$ cat src/rtl/shiftreg_ctrl_pkg.sv
// -----------------------------------------------------------------------------
// shiftreg_ctrl_pkg
//   Shared types and helpers for the shift-register serializer controller.
//   - state_t : sequencer states (INIT, IDLE, LOAD, SHIFT, GAP)
//   - CNT_W   : counter width needed to count 0..n-1 (never less than 1 bit)
// -----------------------------------------------------------------------------
package shiftreg_ctrl_pkg;

    typedef enum logic [2:0] {
        INIT  = 3'd0,
        IDLE  = 3'd1,
        LOAD  = 3'd2,
        SHIFT = 3'd3,
        GAP   = 3'd4
    } state_t;

    function automatic int CNT_W(input int n);
        return (n <= 1) ? 1 : $clog2(n);
    endfunction

endpackage : shiftreg_ctrl_pkg

$ cat src/rtl/bit_counter.sv
// -----------------------------------------------------------------------------
// bit_counter
//   Mod-N up-counter with synchronous clear and count enable. tc_o is high
//   while the count sits at N-1, so the cycle that sees tc_o is the N-th
//   enabled cycle after a clear.
// Ports:
//   clock  in  rising-edge clock
//   rst    in  synchronous active-high reset (count <= 0)
//   clr_i  in  synchronous clear, dominates en_i
//   en_i   in  advance the count (wraps N-1 -> 0)
//   tc_o   out terminal count (count == N-1)
// -----------------------------------------------------------------------------
module bit_counter
    import shiftreg_ctrl_pkg::*;
#(
    parameter int N = 8,
    localparam int W = CNT_W(N)
) (
    input  logic clock,
    input  logic rst,
    input  logic clr_i,
    input  logic en_i,
    output logic tc_o
);

    localparam logic [W-1:0] LAST = W'(N - 1);

    logic [W-1:0] cnt_q;
    logic [W-1:0] cnt_d;

    assign tc_o = (cnt_q == LAST);

    always_comb begin
        cnt_d = cnt_q;
        if (clr_i) begin
            cnt_d = '0;
        end else if (en_i) begin
            cnt_d = tc_o ? '0 : cnt_q + W'(1);
        end
    end

    always_ff @(posedge clock) begin
        if (rst) begin
            cnt_q <= '0;
        end else begin
            cnt_q <= cnt_d;
        end
    end

endmodule : bit_counter

$ cat src/rtl/shiftreg_serializer_ctrl.sv
// -----------------------------------------------------------------------------
// shiftreg_serializer_ctrl
//   Sequencer that turns a parameterized shift register (LEFT direction) into
//   a parallel-in / serial-out transmitter. A word accepted on in_valid/in_ready
//   is loaded into the register, then shifted out MSB-first, one bit per cycle.
//   bit_valid marks cycles where the register's shiftout carries a frame bit;
//   frame_done pulses on the last bit; frames_sent counts completed frames.
// Ports:
//   clock, rst              clock and synchronous active-high reset
//   in_valid/in_ready       word handshake (ready only in IDLE)
//   in_data                 word to send, captured at the handshake
//   abort                   kills the frame in LOAD/SHIFT/GAP
//   sr_load/sr_enable/sr_sclr/sr_shiftin/sr_data   shift-register controls
//   bit_valid, frame_done   serial bit qualifier, end-of-frame pulse
//   busy                    high whenever not IDLE
//   frames_sent             completed-frame count, wraps to 0
// -----------------------------------------------------------------------------
module shiftreg_serializer_ctrl
    import shiftreg_ctrl_pkg::*;
#(
    parameter int   SHIFT_WIDTH = 8,
    parameter int   GAP_CYCLES  = 1,
    parameter logic FILL_BIT    = 1'b0,
    parameter int   FCNT_WIDTH  = 16
) (
    input  logic                   clock,
    input  logic                   rst,
    input  logic                   in_valid,
    output logic                   in_ready,
    input  logic [SHIFT_WIDTH-1:0] in_data,
    input  logic                   abort,
    output logic                   sr_load,
    output logic                   sr_enable,
    output logic                   sr_sclr,
    output logic                   sr_shiftin,
    output logic [SHIFT_WIDTH-1:0] sr_data,
    output logic                   bit_valid,
    output logic                   frame_done,
    output logic                   busy,
    output logic [FCNT_WIDTH-1:0]  frames_sent
);

    // A zero-length gap never reaches GAP; the counter just needs a legal N.
    localparam int GAP_N = (GAP_CYCLES > 0) ? GAP_CYCLES : 1;

    state_t                 state_q, state_d;
    logic [SHIFT_WIDTH-1:0] hold_q,  hold_d;
    logic [FCNT_WIDTH-1:0]  fcnt_q,  fcnt_d;
    logic                   last_bit;
    logic                   gap_tc;
    logic                   in_shift;
    logic                   in_gap;

    assign in_shift = (state_q == SHIFT);
    assign in_gap   = (state_q == GAP);

    // Both counters restart from 0 on every entry into their state.
    bit_counter #(.N(SHIFT_WIDTH)) u_bit_cnt (
        .clock (clock),
        .rst   (rst),
        .clr_i (!in_shift),
        .en_i  (in_shift),
        .tc_o  (last_bit)
    );

    bit_counter #(.N(GAP_N)) u_gap_cnt (
        .clock (clock),
        .rst   (rst),
        .clr_i (!in_gap),
        .en_i  (in_gap),
        .tc_o  (gap_tc)
    );

    always_comb begin
        // NOTE: every signal driven here gets a default first so no path can
        // leave it unassigned and infer a latch.
        state_d    = state_q;
        hold_d     = hold_q;
        fcnt_d     = fcnt_q;
        in_ready   = 1'b0;
        sr_load    = 1'b0;
        sr_enable  = 1'b0;
        sr_sclr    = 1'b0;
        sr_shiftin = 1'b0;
        sr_data    = '0;
        bit_valid  = 1'b0;
        frame_done = 1'b0;
        busy       = 1'b1;

        unique case (state_q)
            INIT: begin
                sr_sclr   = 1'b1;
                sr_enable = 1'b1;
                state_d   = IDLE;
            end
            IDLE: begin
                in_ready = 1'b1;
                busy     = 1'b0;
                if (in_valid) begin
                    hold_d  = in_data;
                    state_d = LOAD;
                end
            end
            LOAD: begin
                sr_load   = 1'b1;
                sr_enable = 1'b1;
                sr_data   = hold_q;
                state_d   = abort ? INIT : SHIFT;
            end
            SHIFT: begin
                sr_enable  = 1'b1;
                sr_shiftin = FILL_BIT;
                bit_valid  = 1'b1;
                if (abort) begin
                    // An abort on the last bit still discards the frame.
                    state_d = INIT;
                end else if (last_bit) begin
                    frame_done = 1'b1;
                    fcnt_d     = fcnt_q + FCNT_WIDTH'(1);
                    state_d    = (GAP_CYCLES > 0) ? GAP : IDLE;
                end
            end
            GAP: begin
                if (abort) begin
                    state_d = INIT;
                end else if (gap_tc) begin
                    state_d = IDLE;
                end
            end
            default: state_d = INIT;
        endcase
    end

    assign frames_sent = fcnt_q;

    always_ff @(posedge clock) begin
        // NOTE: sequential state uses non-blocking assignments so every
        // register samples pre-edge values regardless of statement order.
        if (rst) begin
            state_q <= INIT;
            // NOTE: the hold register is a plain datapath register, cheap to
            // reset, so it is cleared to keep sr_data free of X after reset.
            hold_q  <= '0;
            fcnt_q  <= '0;
        end else begin
            state_q <= state_d;
            hold_q  <= hold_d;
            fcnt_q  <= fcnt_d;
        end
    end

endmodule : shiftreg_serializer_ctrl

$ cat config.mk
export PLATFORM = sky130hd
export DESIGN_NAME = shiftreg_serializer_ctrl
export DESIGN_NICKNAME = d
export VERILOG_FILES = /design/src/rtl/shiftreg_ctrl_pkg.sv /design/src/rtl/bit_counter.sv /design/src/rtl/shiftreg_serializer_ctrl.sv
export SDC_FILE = /design/constraint.sdc
export NUM_CORES = 1
export LEC_CHECK = 0
export ABC_CLOCK_PERIOD_IN_PS = 2200
export CAP_MARGIN = 0
export CORE_UTILIZATION = 40
export CTS_BUF_LIST = sky130_fd_sc_hd__clkbuf_4 sky130_fd_sc_hd__clkbuf_8
export DETAILED_ROUTE_END_ITERATION = 12
export PLACE_DENSITY = 0.73
export SLEW_MARGIN = 10
export SYNTH_ARGS = -nofsm -noshare
export SYNTH_HDL_FRONTEND = slang
export SYNTH_SLANG_ARGS = --single-unit
$ cat constraint.sdc
create_clock -name clock -period 2.2 [get_ports clock]
set_input_delay 0.33 -clock clock [delete_from_list [all_inputs] [get_ports clock]]
set_output_delay 0.33 -clock clock [all_outputs]
set_load 0.03 [all_outputs]
==> reports/results.txt <==
# IOs -> 44
grt peak-use layer -> met2
top cell type's share of synthesized area -> 0.426
CP Class -> register to output port
drt first pass iters -> 4
DP HPWL -> 2.26 mm
starting density of the core -> 0.427
WL final -> 3.03 mm
Reg clk slew, reported paths -> 0.08 ns
Final nets -> 223
CP max stage cell -> clkdlybuf4s50_1
share of cells above drive strength 1 -> 0.124
Max VDD drop -> 342 uV
via count -> 1250
Crit path required time -> 1.87 ns
CP delay by family, top -> buffers and inverters
CTS Buffer Depth -> 2
n_diodes -> 0
first-pass GRT wire length -> 5.15 mm
CTS tree -> done
sw frac -> 0.248
Worst Hold Class -> register to register
Setup Fix Bufs, Post-CTS -> 0
clock power share -> 0.318
worst-skew pair later-pin latency -> 0.33 ns
sequential power share -> 0.561
sum of negative setup slack -> 0 ns
fin crit period -> 2.12 ns
total clock sinks -> 31
Synth area leaders -> dfxtp_1, mux2i_1, nor2_1
CP Max Fanout -> 9
Avg WL per Cell -> 11.9 um
sw power -> 0.000258 W
status -> completed
Worst Hold End -> u_bit_cnt.cnt_q[0]
1st-iter DRT viols -> 42
Hold Fails Final Rpt -> 0
pin count of the biggest net entering global routing -> 15
antenna violations before repair -> 0
Fin Hold WS -> 0.460 ns
GR met1 Demand/Resource -> 0.205
H-tree levels -> 2
routability congestion estimate -> 0.812
yosys warns -> 0
Synth cell types -> 40
Worst R2R End -> frames_sent[15]
via-per-instance ratio -> 4.90
Die ar. -> 3890 sq um
setup ws final -> 0.0833 ns
fin. max-slew vios -> 0
Pwr per Cell Area -> 520 nW/um^2
crit end category -> output port
Global Route met2 Usage -> 0.273
max frequency -> 472 MHz
Layout area overhead -> 37.3%
GRT Util Overall -> 0.168
GRT Residual Overflow -> 0
met3 usage -> 0.0386
Port Buffer Count -> 42
vias in the first global route -> 1165
Synth Register Bits -> 31
period utilization -> 0.962
launching element type of the critical path -> register
Syn Area/Cell -> 9.11 sq um
pre-CTS setup slack -> 0.148 ns
Leak -> 0.821 nW
Seq/Total Area, Yosys -> 0.426
RSZ-0062 raised after global routing -> yes
critical path arrival -> 1.79 ns
total CTS buffers -> 5
area leader, netlist -> dfxtp_1
Die Ht -> 62.4 um
Final Non-Filler Cells -> 255
Antenna Nets Post-Route -> 0
DRC -> 0
R2R Path Start -> u_bit_cnt.cnt_q[0]
final setup fails -> 0
Int Pwr -> 0.000781 W
CTS root buf -> clkbuf_4
hold depth -> 1
reg2reg path depth -> 6
core area -> 3420 sq um
Cells after Synth -> 160
placed cell count -> 247
max-cap check violation count -> 0
R2R setup slack -> 0.32 ns
mapped cell area -> 1460 sq um
combinational power share -> 0.121
die width -> 62.4 um
Max stage delay on crit path -> 0.59 ns
min-delay src -> u_bit_cnt.cnt_q[0]
Core Rows -> 21
worst-path cell chain -> nand3b_4 > inv_1 > clkdlybuf4s50_1
Layout Skew -> 0.00952 ns
CP bufs+invs -> 2
## Yosys cell counts, drive strengths merged
master / count
dfxtp: 31
nor2: 22
and2: 11
a21oi: 9
mux2i: 9
nor3: 8
buf: 7
nand3: 5
inv: 4
mux2: 4
nor2b: 4
nor3b: 4
xnor2: 4
ha: 3
nand2: 3
nand4: 3
xor2: 3
a31oi: 2
and4: 2
clkbuf: 2
nand2b: 2
nand3b: 2
nor4: 2
o31ai: 2
or4: 2
a31o: 1
and3: 1
and4b: 1
conb: 1
nand4b: 1
o21a: 1
o21ai: 1
o21ba: 1
or2: 1
or3: 1
## logic make-up (layout without fill, tap and decap cells)
family,Yosys count,count (layout),share of synthesized area
adder cells (fa/ha/maj),3,3,0.0258
other,1,2,0.00257
AO/OA/AOI/OAI,17,17,0.0712
flip-flops,31,31,0.426
XOR/XNOR,7,7,0.0421
AND/OR/NAND/NOR,75,75,0.295
multiplexers,13,13,0.0927
buffers and inverters,13,61,0.0446
## layout make-up
type / instances / area, sq um
Fill cell: 328 / 1420
Multi-Input combinational cell: 117 / 787
Sequential cell: 31 / 622
Timing Repair Buffer: 49 / 462
Tap cell: 46 / 57.6
Clock buffer: 7 / 52.6
Inverter: 4 / 15.0
Clock inverter: 1 / 5.00
## worst max path at each step
stage / from / to / slack, ns / cells after the start
3_3_place_gp: abort / frames_sent[14] / 0.23 / 5
6_report: state_q[2] / bit_valid / 0.08 / 3
4_1_cts: state_q[2] / sr_load / 0.04 / 2
3_5_place_dp: abort / frames_sent[15] / 0.15 / 5
5_1_grt: state_q[0] / busy / -0.009 / 3
2_1_floorplan: u_bit_cnt.cnt_q[0] / frames_sent[1] / 0.06 / 5
## flip-flops by register name, indices dropped and copies added (netlist names)
register / count
frames_sent: 16
hold_q: 8
state_q: 3
u_bit_cnt.cnt_q: 3
u_gap_cnt.cnt_q: 1
## cell usage in the layout (no fill, tap or decap), types with 2 or more instances in the layout
master           count
nor2_1              22
clkbuf_4             7
inv_1                4
nor3b_1              4
a31oi_1              2
conb_1               2
nor2b_1              4
mux2_2               4
xnor2_1              4
nor3_1               7
buf_4                8
and4_1               2
nand3_1              5
dfxtp_1             30
o31ai_1              2
nand2b_1             2
clkdlybuf4s50_1     31
mux2i_1              9
ha_1                 3
a21oi_1              9
nand2_1              3
nand4_1              3
dlygate4sd2_1        9
or4_1                2
and2_1              11
xor2_1               3
## what timing repair did
item / 4_1_cts / 5_1_grt
resized for setup: 11 / 1
endpoints found under the hold margin: 0 / 0
pin swaps: 0 / 0
hold buffers: 0 / 0
endpoints found under the setup margin: 11 / 2
## power groups by stage
stage	Combinational, W	Clock [W]	Sequential [W]
after detailed placement	0.000128	0	0.000595
after global placement	0.000126	0	0.000595
final	0.000126	0.000330	0.000583
after floorplan	0.0000811	0	0.000589
after global routing	0.000138	0.000367	0.000585
after CTS	0.000127	0.000344	0.000583
## layer usage
| metal | share of wire | routed length [um] | up-vias |
|---|---|---|---|
| met5 | 0 | 0 | - |
| met4 | 0.018 | 55 | 0 |
| met3 | 0.036 | 110 | 7 |
| met2 | 0.45 | 1360 | 26 |
| met1 | 0.50 | 1500 | 570 |
| li1 | - | - | 647 |
## per-stage QoR
| stage | instance area (sq um) | utilization | power [W] |
|---|---|---|---|
| 6_report | 2000 | 0.586 | 0.00104 |
| 5_1_grt | 2000 | 0.586 | 0.00109 |
| 4_1_cts | 2000 | 0.585 | 0.00105 |
| 3_5_place_dp | 1940 | 0.569 | 0.000722 |
| 3_3_place_gp | 1940 | 0.569 | 0.000721 |
| 2_1_floorplan | 1470 | - | 0.000670 |
No activity file was read; power rests on OpenSTA's default activity.
